[src/rtl/eth_frame_loop_pkg.sv]
// Shared definitions for the frame-loop path: control-word layout, FSM encoding
// and the decoded control-word struct used by both the FIFO writer and the TX replay.
package eth_frame_loop_pkg;

    localparam int FCS_INVALID_BIT = 0;
    localparam int DROP_FRAME_BIT  = 1;
    localparam int CSUM_POS_LSB    = 2;
    localparam int CSUM_POS_W      = 15;
    localparam int CSUM_VAL_LSB    = 17;
    localparam int CSUM_VAL_W      = 16;
    localparam int CTL_W           = 40;

    typedef logic [1:0] state_t;
    localparam state_t ST_IDLE = 2'd0;
    localparam state_t ST_FWD  = 2'd1;
    localparam state_t ST_DROP = 2'd2;

    typedef struct packed {
        logic [CSUM_VAL_W-1:0] csum_val;
        logic [CSUM_POS_W-1:0] csum_pos;
        logic                  drop_frame;
        logic                  fcs_invalid;
    } ctl_word_t;

    function automatic ctl_word_t decode_ctl(input logic [CTL_W-1:0] word);
        ctl_word_t c;
        c.fcs_invalid = word[FCS_INVALID_BIT];
        c.drop_frame  = word[DROP_FRAME_BIT];
        c.csum_pos    = word[CSUM_POS_LSB +: CSUM_POS_W];
        c.csum_val    = word[CSUM_VAL_LSB +: CSUM_VAL_W];
        return c;
    endfunction

endpackage

[src/rtl/eth_frame_loop_tx_patch.sv]
// Combinational checksum patch: overwrites the two bytes at csum_pos/csum_pos+1
// with csum_val (big-endian); csum_pos == 0 disables the patch.
module eth_frame_loop_tx_patch
    import eth_frame_loop_pkg::*;
(
    input  logic [15:0]           byte_idx,
    input  logic [CSUM_POS_W-1:0] csum_pos,
    input  logic [CSUM_VAL_W-1:0] csum_val,
    input  logic [7:0]            din,
    output logic [7:0]            dout
);

    logic [15:0] pos_hi;
    logic [15:0] pos_lo;
    logic        patch_en;

    // csum_pos is 15 bits, so the 16-bit +1 below can never wrap.
    assign pos_hi   = {1'b0, csum_pos};
    assign pos_lo   = pos_hi + 16'd1;
    assign patch_en = (csum_pos != '0);

    always_comb begin
        // NOTE: assign a default before any branch so no path leaves dout unassigned (no latch).
        dout = din;
        if (patch_en && byte_idx == pos_hi)
            dout = csum_val[15:8];
        else if (patch_en && byte_idx == pos_lo)
            dout = csum_val[7:0];
    end

endmodule

[src/rtl/eth_frame_loop_tx.sv]
// Replays looped frames to the TX MAC, dropping or checksum-patching them per control word.
// Optional macro ETH_LOOP_TX_FWD_BAD_FCS_EN forwards FCS-invalid frames with tuser on tlast.
module eth_frame_loop_tx
    import eth_frame_loop_pkg::*;
#(
    parameter int C_COUNTER_WIDTH = 32
)(
    input  logic                       clk,
    input  logic                       rst_n,
    input  logic [7:0]                 s_axis_frame_tdata,
    input  logic                       s_axis_frame_tlast,
    input  logic                       s_axis_frame_tvalid,
    output logic                       s_axis_frame_tready,
    input  logic [CTL_W-1:0]           s_axis_ctl_tdata,
    input  logic                       s_axis_ctl_tvalid,
    output logic                       s_axis_ctl_tready,
    output logic [7:0]                 m_axis_tdata,
    output logic                       m_axis_tlast,
    output logic                       m_axis_tuser,
    output logic                       m_axis_tvalid,
    input  logic                       m_axis_tready,
    output logic [C_COUNTER_WIDTH-1:0] count_tx,
    output logic [C_COUNTER_WIDTH-1:0] count_drop
);

    state_t      state;
    ctl_word_t   ctl_dec;
    ctl_word_t   ctl_q;
    logic [15:0] byte_cnt;
    logic [7:0]  patched;
    logic        frame_hs;
    logic        ctl_hs;
    logic        fwd_hs;
    logic        go_drop;
    logic        unused_ctl;

    assign ctl_dec = decode_ctl(s_axis_ctl_tdata);

`ifdef ETH_LOOP_TX_FWD_BAD_FCS_EN
    assign go_drop = ctl_dec.drop_frame;
`else
    assign go_drop = ctl_dec.drop_frame | ctl_dec.fcs_invalid;
`endif

    assign unused_ctl = ^{s_axis_ctl_tdata[CTL_W-1:CSUM_VAL_LSB+CSUM_VAL_W],
                          ctl_q.drop_frame, ctl_q.fcs_invalid};

    assign s_axis_ctl_tready = (state == ST_IDLE);

    always_comb begin
        s_axis_frame_tready = 1'b0;
        case (state)
            ST_FWD:  s_axis_frame_tready = ~m_axis_tvalid | m_axis_tready;
            ST_DROP: s_axis_frame_tready = 1'b1;
            default: s_axis_frame_tready = 1'b0;
        endcase
    end

    assign ctl_hs   = s_axis_ctl_tvalid & s_axis_ctl_tready;
    assign frame_hs = s_axis_frame_tvalid & s_axis_frame_tready;
    assign fwd_hs   = frame_hs & (state == ST_FWD);

    eth_frame_loop_tx_patch u_patch (
        .byte_idx (byte_cnt),
        .csum_pos (ctl_q.csum_pos),
        .csum_val (ctl_q.csum_val),
        .din      (s_axis_frame_tdata),
        .dout     (patched)
    );

    always_ff @(posedge clk) begin
        // NOTE: sequential state uses non-blocking assignments so every flop samples pre-edge values.
        if (!rst_n) begin
            state      <= ST_IDLE;
            ctl_q      <= '0;
            byte_cnt   <= '0;
            count_tx   <= '0;
            count_drop <= '0;
        end else begin
            case (state)
                ST_IDLE: begin
                    if (ctl_hs) begin
                        ctl_q    <= ctl_dec;
                        byte_cnt <= '0;
                        state    <= go_drop ? ST_DROP : ST_FWD;
                    end
                end
                ST_FWD: begin
                    if (frame_hs) begin
                        if (byte_cnt != 16'hFFFF)
                            byte_cnt <= byte_cnt + 16'd1;
                        if (s_axis_frame_tlast) begin
                            count_tx <= count_tx + 1'b1;
                            state    <= ST_IDLE;
                        end
                    end
                end
                ST_DROP: begin
                    if (frame_hs && s_axis_frame_tlast) begin
                        count_drop <= count_drop + 1'b1;
                        state      <= ST_IDLE;
                    end
                end
                default: state <= ST_IDLE;
            endcase
        end
    end

    // Single-stage output register; a new byte may load in the same cycle the old one drains.
    always_ff @(posedge clk) begin
        if (!rst_n) begin
            m_axis_tvalid <= 1'b0;
            m_axis_tdata  <= '0;
            m_axis_tlast  <= 1'b0;
        end else if (fwd_hs) begin
            m_axis_tvalid <= 1'b1;
            m_axis_tdata  <= patched;
            m_axis_tlast  <= s_axis_frame_tlast;
        end else if (m_axis_tready) begin
            m_axis_tvalid <= 1'b0;
        end
    end

`ifdef ETH_LOOP_TX_FWD_BAD_FCS_EN
    always_ff @(posedge clk) begin
        if (!rst_n)
            m_axis_tuser <= 1'b0;
        else if (fwd_hs)
            m_axis_tuser <= s_axis_frame_tlast & ctl_q.fcs_invalid;
    end
`else
    assign m_axis_tuser = 1'b0;
`endif

endmodule

[config.mk]
export PLATFORM = sky130hd
export DESIGN_NAME = eth_frame_loop_tx
export DESIGN_NICKNAME = d
export VERILOG_FILES = /design/src/rtl/eth_frame_loop_pkg.sv /design/src/rtl/eth_frame_loop_tx_patch.sv /design/src/rtl/eth_frame_loop_tx.sv
export SDC_FILE = /design/constraint.sdc
export NUM_CORES = 1
export LEC_CHECK = 0
export CAP_MARGIN = 30
export CELL_PAD_IN_SITES_DETAIL_PLACEMENT = 0
export CELL_PAD_IN_SITES_GLOBAL_PLACEMENT = 1
export CORE_AREA = 8 8 133 135
export DETAILED_ROUTE_END_ITERATION = 6
export DIE_AREA = 0 0 141 143
export PLACE_DENSITY_LB_ADDON = 0.2
export RECOVER_POWER = 25
export SYNTH_ARGS = -nofsm -noshare
export SYNTH_HDL_FRONTEND = slang
export SYNTH_SLANG_ARGS = --single-unit
[constraint.sdc]
create_clock -name clk -period 4.57 [get_ports clk]
set_input_delay 0.914 -clock clk [delete_from_list [all_inputs] [get_ports clk]]
set_output_delay 0.914 -clock clk [all_outputs]
set_load 0.01 [all_outputs]
Word-level counts from Yosys, hierarchy flattened:

Index checks and enable logic that the tools add are counted.
Widths: inputs -> output; s select.

* bits in registers: 123
* bits in latches: 0
* memory bits (writable): 0
* ROM bits: 0
* output and inout bits: 77
* word-level logic and storage cells: 56
* memories: 0

* $add $sub $neg: 4
* multiply operators: 0
* div/mod/pow operators: 0
* magnitude comparators: 0
* equality and inequality tests: 10
* shift operators: 0
* muxes and demuxes: 15
* bitwise gates (word level): 6
* reduce and logical (&&, ||, !) cells: 12

Operators by type and width (count)
* $add 32x1->32 const B: 2
* $mux 16: 3
* $pmux 16 s2: 1
* $add 15x1->16 const B: 1
* $add 16x1->16 const B: 1
* $eq 16x15->1: 1
* $eq 16x16->1: 1
* $mux 8: 2
* $ne 16x16->1 const B: 1
* $reduce_bool 15->1: 1
* $mux 2: 5
* $reduce_and 4->1: 2
* $ne 2x2->1 const B: 3
* $pmux 2 s3: 1
* $ne 2x1->1 const B: 2
* $reduce_and 2->1: 2
* $reduce_bool 2->1: 2
* $and 1x1->1: 3
* $logic_and 1x1->1: 3
* $reduce_and 3->1: 1
* $eq 2x1->1 const B: 1
* $eq 2x2->1 const B: 1
* $logic_not 2->1: 1
* $mux 1: 2
* 3 further kinds: 4

Longest topological paths before layout:

Gate-level depths: netlist (run 1).

* word-level depth: 7
* depth in mapped cells: 11
* mapped depth without buffers: 9

Hierarchy:

From an unflattened synthesis (run 1), not the netlist that was laid out.

* cells, all modules: 838
* area total of the unflattened synthesis: 6586.3 sq um

Modules (own cells, without submodules)
* eth_frame_loop_tx: times used 1, cells each 670, area each 5410.2 sq um
* eth_frame_loop_tx_patch: times used 1, cells each 168, area each 1176.1 sq um

Worst setup path before layout (run 1):

OpenSTA, ideal clock, no wires.

* path type: input-to-reg
* start: in s_axis_frame_tvalid
* end: reg count_drop[31]
* setup time: 0.076 ns
* arrival time: 2.535 ns
* required time: 4.494 ns
* slack: 1.960 ns
* stages on the path: 7
* buffers on the path: 0
* cells stage by stage: nand4_2 -> nor4_2 -> and2_1 -> and3b_1 -> nand3_1 -> or3_1 -> a21boi_0

* cells in the longest elaborated chain, start to end: 3

Ends and longest elaborated chain
* start: declaration: RTL line eth_frame_loop_tx.sv:12 `input logic s_axis_frame_tvalid,`
* $and 1x1->1: RTL line eth_frame_loop_tx.sv:60 `assign frame_hs = s_axis_frame_tvalid & s_axis_frame_tready;`
* $logic_and 1x1->1: RTL line eth_frame_loop_tx.sv:99 `if (frame_hs && s_axis_frame_tlast) begin`
* $reduce_and 2->1 (no source line)
* end signal: assignment: RTL line eth_frame_loop_tx.sv:100 `count_drop <= count_drop + 1'b1;`
* end: declaration: RTL line eth_frame_loop_tx.sv:23 `output logic [C_COUNTER_WIDTH-1:0] count_drop`

No other way between the ends.
A chain may end at the register's enable or synchronous reset.

Final worst setup path (run 1):

* start: in rst_n
* end: reg count_drop[1]

RTL lines
* start: declaration: RTL line eth_frame_loop_tx.sv:9 `input logic rst_n,`

No word-level cell between the ends.

==> impl_metrics.py, run 1 <==
metrics = {
    "place": {
        "io_buffer_count": 122,
        "dp_hpwl_mm": 11.9,
        "placed_area_sq_um": 7680,
        "gp_congestion": 0.848,
    },
    "routing": {
        "drt_iter0_drc": 280,
        "post-route-drc-count": 0,
        "ant_nets": 0,
        "num_vias": 5517,
        "wirelength_mm": 16.6,
        "drt-wirelength-per-cell_um": 15.3,
        "dr.pass1.iters": 5,
        "vias_per_cell": 5.11,
    },
    "timing": {
        "drv_slew": 52,
        "whs_ns": 0.474,
        "rsz0062_at_grt": "false",
        "final_hold_viol_count": 0,
        "max_freq_ghz": 0.298,
        "skew_ns": 0.00647,
        "finalSetupViolations": 0,
        "relSlewSlack_pct": -23.5,
        "finalCritPeriodShare_pct": 73.5,
        "fin_setup_tns_ns": 0,
        "tightest_slew_ns": 1.85,
        "period_needed_ns": 3.36,
    },
    "logic_synthesis": {
        "synth-seq-cells": 123,
        "ys_types": 57,
        "avgSynthCellArea_sq_um": 8.49,
        "synth_top_area_share_pct": 39.3,
        "yosysTopAreaCell": "dfxtp_1",
        "async_flop_share_pct": 0,
        "synth_ff_type": "dfxtp_1",
        "yosys_warnings": 0,
        "ys_top_cells_by_area": "dfxtp_1 (39%), xnor2_1 (8.7%), nand2_1 (6.3%)",
        "synth_edf_count": 0,
        "ys_seq_area_share_pct": 39.3,
        "synth_nets": 800,
        "synth_cells": 738,
        "netlist_area_sq_um": 6270,
    },
    "floorplanning": {
        "rows": 46,
        "coreArea_sq_um": 15600,
        "start_util_pct": 40.2,
        "ios": 131,
        "die_w_um": 141,
        "fp.dieH_um": 143,
        "dieArea_sq_um": 20200,
    },
    "clock_tree": {
        "h-tree-depth": 4,
        "clock_latency_ns": 0.41,
        "cts_setup_buffers": 0,
        "clkSinkCount": 123,
        "cts_buffer_depth": 2,
        "cts_tree": "built",
        "post_cts_resized": 0,
        "clk_pin_slew_worst_paths_ns": 0.06,
        "cts-root-buf": "clkbuf_16",
        "numCtsBuffers": 17,
        "hold_buffers": 0,
    },
    "global_route": {
        "grt_pass1_wl_mm": 27.0,
        "grt_use_total_pct": 16.6,
        "grt_start_max_net_pins": 70,
        "grt_remaining_overflow": 0,
        "antenna_found_initial": 1,
        "first_global_vias": 5448,
    },
    "finish": {
        "finish.instance_area_sq_um": 8220,
        "syn_to_final_growth_pct": 31.2,
        "antennaDiodeCount": 0,
        "fin_nets": 914,
        "drive_gt1_share_pct": 6.37,
    },
    "outcome": {
        "violations": "max-capacitance violations, max-slew violations",
        "outcome": "finished, violations left",
    },
    "setup_path": {
        "critPathKind": "in2reg",
        "end_kind": "register",
        "cp_common_cell": "clkbuf_1",
        "worstPathArrival_ns": 3.69,
        "crit_path_cell_trace": "clkbuf_1, clkbuf_1, clkbuf_1, a21boi_0",
        "cp_slowest_stage_delay_ns": 1.38,
        "startpoint_type": "input port",
        "crit_slowest_cell": "clkbuf_1",
        "path_max_fanout": 51,
        "cp.required_ns": 4.90,
    },
    "hold_path": {
        "hold_path.class": "reg2reg",
    },
    "run": {
        "maxCapViolations": 1,
    },
    "pwr": {
        "power.leakage_nw": 2.93,
        "vdd_ir_drop_max_v": 0.000229,
        "power.density_nw_per_um2": 319,
    },
}
## Yosys cell counts (3+ instances only)
master,n
dfxtp_1,123
nand2_1,106
xnor2_1,62
and2_1,57
nor2_1,39
a21boi_0,38
nand3_1,34
clkbuf_1,29
xor2_1,26
nand4_1,25
o21ai_0,21
inv_1,18
nor2b_1,15
nor3_1,14
a21oi_1,13
nor4_1,12
or3_1,11
and3_1,9
ha_1,8
o221a_2,8
o311a_1,8
and4_1,6
nand2b_1,5
buf_4,4
nor4b_1,3
## worst max-delay path: cells and delay by family
family                 cells  cell delay (ns)
buffers and inverters      3             2.52
AOI/OAI and AO/OA          1             0.24
## layout by cell type (no fill, tap or decap), drive strengths merged, types with 5 or more instances in the layout
cell             n
a21boi          39
a21oi           13
and2            58
and3            10
and4             8
buf              8
clkbuf          26
clkdlybuf4s50  117
clkinv           5
dfxtp          123
ha               8
inv             18
nand2          106
nand2b           5
nand3           34
nand4           28
nor2            39
nor2b           15
nor3            14
nor4            14
o21ai           22
o221a            8
o311a            8
or3             11
xnor2           62
xor2            26
## cell type report
cell class              count  area [sq um]
clock buffers              22           454
clock inverters             8          96.3
fillers                  1471          7380
inverters                  18          67.6
multi-input cells         559          3560
flip-flops and latches    123          2460
well taps                 216           270
repair buffers            133          1310
## stage by stage
stage               power (W)  std cells  setup slack [ns]  util, %
floorplan             0.00127        738              1.96        -
global placement      0.00135       1045              1.00     48.9
detailed placement    0.00137       1048             0.973     49.2
CTS                   0.00265       1078              1.32     52.8
global route          0.00273       1079             0.827     52.7
finish                0.00262       1079              1.21     52.7
## final timing paths
check            start              end  slack (ns)  cells past startpoint
min          ctl_q[23]        ctl_q[23]        0.47                      2
max reg2reg   ctl_q[2]  m_axis_tdata[0]        1.59                      8
max              rst_n    count_drop[1]        1.21                      4
min reg2reg  ctl_q[23]        ctl_q[23]        0.47                      2
## power by group
part	total [W]	switching, W	leakage [nW]	internal [W]
registers	0.00113	0.0000304	0.996	0.00110
logic	0.000218	0.000114	1.67	0.000104
clock network	0.00127	0.000467	0.270	0.000807
total	0.00262	0.000612	2.93	0.00201
## kinds of logic (layout without fill, tap and decap cells)
kind of cell,count (synthesis),count (layout),synth area share [%]
DFF,123,123,39.3
AOI/OAI and AO/OA,105,105,12.1
other,1,1,0.0598
buffers and inverters,56,181,3.89
xor gates and xnor gates,88,88,12.3
adders and majority gates,8,8,1.60
muxes,3,3,0.559
and+or+nand+nor,354,354,30.2
## per-layer routing
metal	track usage, %	share of wire (%)	vias to the layer above
li1	-	-	2770
met1	19.4	45	2571
met2	27.0	46	146
met3	6.44	6.8	28
met4	6.11	2.0	2
met5	0	0.048	-
## state kept, by name, summed over array words and instances, names as in the netlist
register / cells
count_tx: 32
m_axis_tlast: 1
ctl_q: 31
byte_cnt: 16
m_axis_tdata: 8
count_drop: 32
m_axis_tvalid: 1
state: 2
Power figures use the tool's default switching activity.
==> run 2, diff against run 1 <==
- CORE_AREA: 8 8 133 135 -> 8 8 145 147
- DIE_AREA: 0 0 141 143 -> 0 0 153 155
- clock period: 4.57 -> 2.9 ns (I/O delays scaled with it)
==> run 2 against run 1 <==
  * The run now ends clean
  * Clock skew grew 0.0037 ns
  * Routed wire length rose by 6.6%
  * Worst setup slack worse by 0.96 ns
  * Clock-buffer cell count fell by 3
  * Total power rose by 63%
==> impl_metrics.py, run 2 (synthesis results as in run 1) <==
metrics = {
    "outcome": {
        "outcome": "finished clean",
    },
    "place": {
        "dp_hpwl_mm": 13.1,
        "io_buffer_count": 122,
        "dp_worst_setup_slack_ns": 0.102,
        "gp_congestion": 0.801,
    },
    "setup_path": {
        "end_kind": "output port",
        "reg2regPathDepth": 6,
        "reg2reg_from": "ctl_q[4]",
        "critPathKind": "reg2out",
        "r2r_end": "m_axis_tdata[1]",
        "cp-startpoint": "state[1]",
        "cp.required_ns": 2.32,
        "startpoint_type": "register",
        "worstPathArrival_ns": 2.07,
        "path_max_fanout": 10,
        "cp-endpoint": "s_axis_frame_tready",
        "regToRegSetupSlack_ns": 0.27,
    },
    "timing": {
        "final_hold_viol_count": 0,
        "period_needed_ns": 2.65,
        "drv_slew": 0,
        "max_freq_ghz": 0.378,
        "finalSetupViolations": 0,
        "relSlewSlack_pct": 2.31,
        "rsz0062_at_grt": "false",
        "fin_ws_ns": 0.254,
        "fin_setup_tns_ns": 0,
        "tightest_slew_ns": 1.47,
        "finalCritPeriodShare_pct": 91.2,
        "skew_ns": 0.0102,
    },
    "clock_tree": {
        "hold_buffers": 0,
        "cts-root-buf": "clkbuf_16",
        "cts_buffer_depth": 2,
        "clk_pin_slew_worst_paths_ns": 0.05,
        "numCtsBuffers": 17,
        "clkSinkCount": 123,
        "h-tree-depth": 4,
        "clock_latency_ns": 0.42,
        "cts_setup_buffers": 0,
        "post_cts_resized": 0,
        "cts_tree": "built",
    },
    "global_route": {
        "grt_start_max_net_pins": 35,
        "grt_remaining_overflow": 0,
        "grt_pass1_wl_mm": 29.0,
        "grt_use_total_pct": 15.1,
        "first_global_vias": 5698,
        "antenna_found_initial": 0,
    },
    "routing": {
        "wirelength_mm": 17.7,
        "drt-wirelength-per-cell_um": 15.7,
        "num_vias": 5548,
        "vias_per_cell": 4.95,
        "drt_iter0_drc": 248,
        "dr.pass1.iters": 5,
        "ant_nets": 0,
        "post-route-drc-count": 0,
    },
    "finish": {
        "num-fill-cells": 1855,
        "reg_top3": "count_drop: 32 flops, count_tx: 32 flops, ctl_q: 31 flops",
        "syn_to_final_growth_pct": 34.6,
        "seqCellArea_sq_um": 2460,
        "final_cell_mix": "dfxtp_1 (123), clkdlybuf4s50_1 (109), nand2_1 (106)",
        "multi_input_area_sq_um": 3560,
        "drive_gt1_share_pct": 9.06,
        "antennaDiodeCount": 0,
        "layout_commonest_cell": "dfxtp_1",
        "fin_nets": 933,
    },
    "hold_path": {
        "hold_path.class": "reg2reg",
        "hold_depth": 2,
    },
    "floorplanning": {
        "coreArea_sq_um": 19000,
        "fp.dieH_um": 155,
        "die_w_um": 153,
        "rows": 51,
        "start_util_pct": 33.1,
        "dieArea_sq_um": 23700,
        "ios": 131,
    },
    "run": {
        "maxCapViolations": 0,
    },
    "pwr": {
        "power.density_nw_per_um2": 505,
        "vdd_ir_drop_max_v": 0.000385,
        "power.leakage_nw": 3.08,
        "design_power_total_w": 0.00426,
    },
}
==> run 2: metrics by stage <==
step,utilization [%],hold slack [ns],std cells,area [sq um]
2_1_floorplan,-,0.443,738,6270
6_report,44.5,0.462,1121,8440
5_1_grt,44.5,0.483,1121,8440
3_3_place_gp,41.5,0.454,1090,7860
3_5_place_dp,41.5,0.459,1090,7860
4_1_cts,44.6,0.467,1121,8450
==> run 2: where the power goes <==
group | switching [W] | internal, W | total, W
clock | 0.000819 | 0.00131 | 0.00213
sequential | 0.0000391 | 0.00173 | 0.00177
combinational | 0.000194 | 0.000169 | 0.000364
==> run 2: how the worst min path moves through the flow <==
stage / from / end / slack [ns]
after CTS: ctl_q[22] / ctl_q[22] / 0.47
after floorplan: ctl_q[25] / ctl_q[25] / 0.44
after detailed placement: ctl_q[22] / ctl_q[22] / 0.46
after global routing: ctl_q[22] / ctl_q[22] / 0.48
final: ctl_q[22] / ctl_q[22] / 0.46
after global placement: ctl_q[18] / ctl_q[18] / 0.45
==> run 2: cell type report <==
class | instances | area share, %
clock buffer | 19 | 5.37
inverter | 18 | 0.801
timing repair buffer | 152 | 17.3
clock inverter | 12 | 1.68
tap | 238 | 3.53
sequential | 123 | 29.2
multi-input combinational | 559 | 42.2
==> run 2: worst max-delay path, stage by stage, from the launching register on <==
cell             delay [ns]
dfxtp_1                0.32
inv_1                  0.08
ha_1                   0.37
a21oi_1                0.12
nor2b_1                0.18
clkdlybuf4s50_1        0.58
==> run 2: layer usage <==
| metal | track usage [%] | part of all wire (%) | vias up |
|---|---|---|---|
| li1 | - | - | 2806 |
| met1 | 18.1 | 46 | 2592 |
| met2 | 24.6 | 46 | 128 |
| met3 | 4.77 | 5.4 | 22 |
| met4 | 6.13 | 2.2 | 0 |
| met5 | 0 | 0 | - |
==> run 3, diff against run 2 <==
- ABC_CLOCK_PERIOD_IN_PS: not set -> 2250
- CTS_BUF_LIST: not set -> sky130_fd_sc_hd__clkbuf_16
- clock period: 2.9 -> 2.25 ns (I/O delays scaled with it)
==> run 3 against run 2 <==
  * The flow now finishes with violations (negative setup slack)
  * First-iteration DRC count increased by 2.8%
  * Hold slack improved by 0.0036 ns
  * Critical endpoint is now m_axis_tdata[3]
  * Largest cell class unchanged
  * Flip-flop and latch count unchanged
==> impl_metrics.py, run 3 (synthesis results as in run 1) <==
metrics = {
    "routing": {
        "drt-wirelength-per-cell_um": 15.8,
        "wirelength_mm": 18.8,
        "drt-met1-wl_mm": 8.62,
        "top_layer_used": "met5",
        "dr_wl_met3_um": 895,
        "dr.pass1.iters": 4,
        "post-route-drc-count": 0,
        "ant_nets": 0,
        "route.met2.wl_mm": 9.06,
        "num_vias": 5917,
        "drt_iter0_drc": 255,
        "vias_per_cell": 4.97,
    },
    "floorplanning": {
        "ios": 131,
        "dieArea_sq_um": 23700,
        "die_w_um": 153,
        "coreArea_sq_um": 19000,
        "rows": 51,
        "fp.dieH_um": 155,
        "start_util_pct": 33.1,
    },
    "finish": {
        "num-fill-cells": 1794,
        "seqCellArea_sq_um": 2480,
        "syn_to_final_growth_pct": 47.2,
        "fin_nets": 1002,
        "reg_top3": "count_drop: 32 flops, count_tx: 32 flops, ctl_q: 31 flops",
        "layout_commonest_cell": "dfxtp_1",
        "drive_gt1_share_pct": 20.6,
        "multi_input_area_sq_um": 3790,
        "final_cell_mix": "dfxtp_1 (117), clkdlybuf4s50_1 (111), nand2_1 (105)",
        "antennaDiodeCount": 0,
        "final_cells": 1191,
    },
    "pwr": {
        "intPower_w": 0.00417,
        "power.leakage_nw": 3.51,
        "p_sw_w": 0.00146,
        "power.density_nw_per_um2": 610,
        "p_comb_share_pct": 10.5,
        "power_frac_clock_pct": 49.3,
        "power_switching_share_pct": 26.0,
        "pwr-share-seq_pct": 40.2,
        "vdd_ir_drop_max_v": 0.000501,
    },
    "run": {
        "maxCapViolations": 0,
    },
    "clock_tree": {
        "clk_pin_slew_worst_paths_ns": 0.06,
        "cts_tree": "built",
        "clock_latency_ns": 0.42,
        "clkSinkCount": 123,
        "numCtsBuffers": 17,
        "cts-root-buf": "clkbuf_16",
        "cts_buffer_depth": 2,
        "h-tree-depth": 4,
    },
    "timing": {
        "rsz0062_at_grt": "true",
        "finalSetupViolations": 8,
        "max_freq_ghz": 0.427,
        "relSlewSlack_pct": 52.9,
        "final_hold_viol_count": 0,
        "drv_slew": 0,
        "tightest_slew_ns": 0.707,
        "whs_ns": 0.465,
        "fin_ws_ns": -0.0936,
        "finalCritPeriodShare_pct": 104,
        "period_needed_ns": 2.34,
        "skew_ns": 0.0113,
    },
    "setup_path": {
        "r2r_end": "m_axis_tdata[3]",
        "end_kind": "register",
        "worstPathArrival_ns": 2.64,
        "cp-startpoint": "ctl_q[3]",
        "cp_common_cell": "buf_4",
        "startpoint_type": "register",
        "crit_slowest_cell": "dfxtp_4",
        "path_max_fanout": 15,
        "crit_cells": 11,
        "reg2reg_from": "ctl_q[3]",
        "cpLargestDelayFamily": "buffers and inverters",
        "cp_slowest_stage_delay_ns": 0.36,
        "cp-endpoint": "m_axis_tdata[3]",
        "crit_path_cell_trace": "buf_6, inv_1, ha_1, nor4b_2, nand4_1, buf_4, nand4b_1, o21ai_1, buf_12, buf_4, o311a_1",
        "regToRegSetupSlack_ns": -0.09,
        "crit_buf_inv": 5,
        "reg2regPathDepth": 11,
        "critPathKind": "reg2reg",
        "cp.required_ns": 2.55,
    },
    "global_route": {
        "grt_start_max_net_pins": 70,
        "antenna_found_initial": 1,
        "grt_use_total_pct": 15.6,
        "grt_remaining_overflow": 0,
        "grt_pass1_wl_mm": 30.6,
        "first_global_vias": 6107,
    },
    "place": {
        "gp_congestion": 0.885,
        "dp.cells": 1153,
        "io_buffer_count": 122,
        "dp_hpwl_mm": 13.8,
    },
    "outcome": {
        "outcome": "finished, violations left",
        "violations": "negative setup slack",
    },
    "hold_path": {
        "hold_path.class": "reg2reg",
    },
}
[run 3: cell types whose count changed in the layout (fill, tap and decap cells not counted), sizes merged]
cell and change:
inv +4, clkdlybuf4s50 +2, buf +68, clkinvlp -2, dlygate4sd3 -4, clkinv +1, dlymetal6s2s +1
[run 3: cell type report]
class | count | share of cell area (%)
multi-input cells | 559 | 41.1
flip-flops and latches | 123 | 26.9
repair buffers | 221 | 21.6
clock buffers | 17 | 4.61
well taps | 238 | 3.23
clock inverters | 15 | 1.82
inverters | 18 | 0.760
[run 3: how the worst min path moves through the flow]
stage | from | end | slack (ns) | cells after the start
2_1_floorplan | ctl_q[25] | ctl_q[25] | 0.44 | 2
3_3_place_gp | ctl_q[26] | ctl_q[26] | 0.45 | 2
3_5_place_dp | ctl_q[17] | ctl_q[17] | 0.46 | 2
4_1_cts | ctl_q[17] | ctl_q[17] | 0.47 | 2
5_1_grt | s_axis_frame_tvalid | m_axis_tvalid | 0.49 | 3
6_report | ctl_q[30] | ctl_q[30] | 0.47 | 2
[run 3: what timing repair did]
| item | in CTS | in global routing |
|---|---|---|
| setup endpoints to repair | 26 | 54 |
| setup buffers | 1 | 4 |
| resized for setup | 18 | 45 |
| hold buffers | 0 | 0 |
| pin swaps | 0 | 13 |
| gates cloned | 0 | 1 |
[run 3: worst register-to-register path: cells and delay by family, from the launching register on]
kind,cells,cell delay [ns]
buffers and inverters,5,0.67
AND/OR/NAND/NOR,3,0.60
AO/OA/AOI/OAI,2,0.45
flip-flops,1,0.36
adder cells (fa/ha/maj),1,0.17
[run 3: stage by stage]
step / util [%] / setup slack, ns / TNS (ns) / power (W) / instance area [sq um]
after global routing: 48.7 / -0.216 / -1.19 / 0.00584 / 9220
after global placement: 44.3 / -0.336 / -10.99 / 0.00284 / 8390
after floorplan: - / -0.0389 / -0.311 / 0.00259 / 6320
after CTS: 47.8 / -0.0494 / -0.253 / 0.00567 / 9060
after detailed placement: 44.3 / -0.365 / -12.49 / 0.00286 / 8400
final: 48.7 / -0.0936 / -0.376 / 0.00563 / 9220
[run 3: per-layer routing]
layer	vias up	track usage, %
met3	18	5.05
met4	2	5.18
met2	110	26.3
li1	2937	-
met5	-	0
met1	2850	18.5
[run 3: power by group through the flow]
stage               clock network, W  registers [W]  logic (W)
CTS                          0.00283        0.00226   0.000572
global placement                   0        0.00231   0.000536
floorplan                          0        0.00230   0.000296
global route                 0.00293        0.00227   0.000648
finish                       0.00277        0.00226   0.000591
detailed placement                 0        0.00231   0.000552
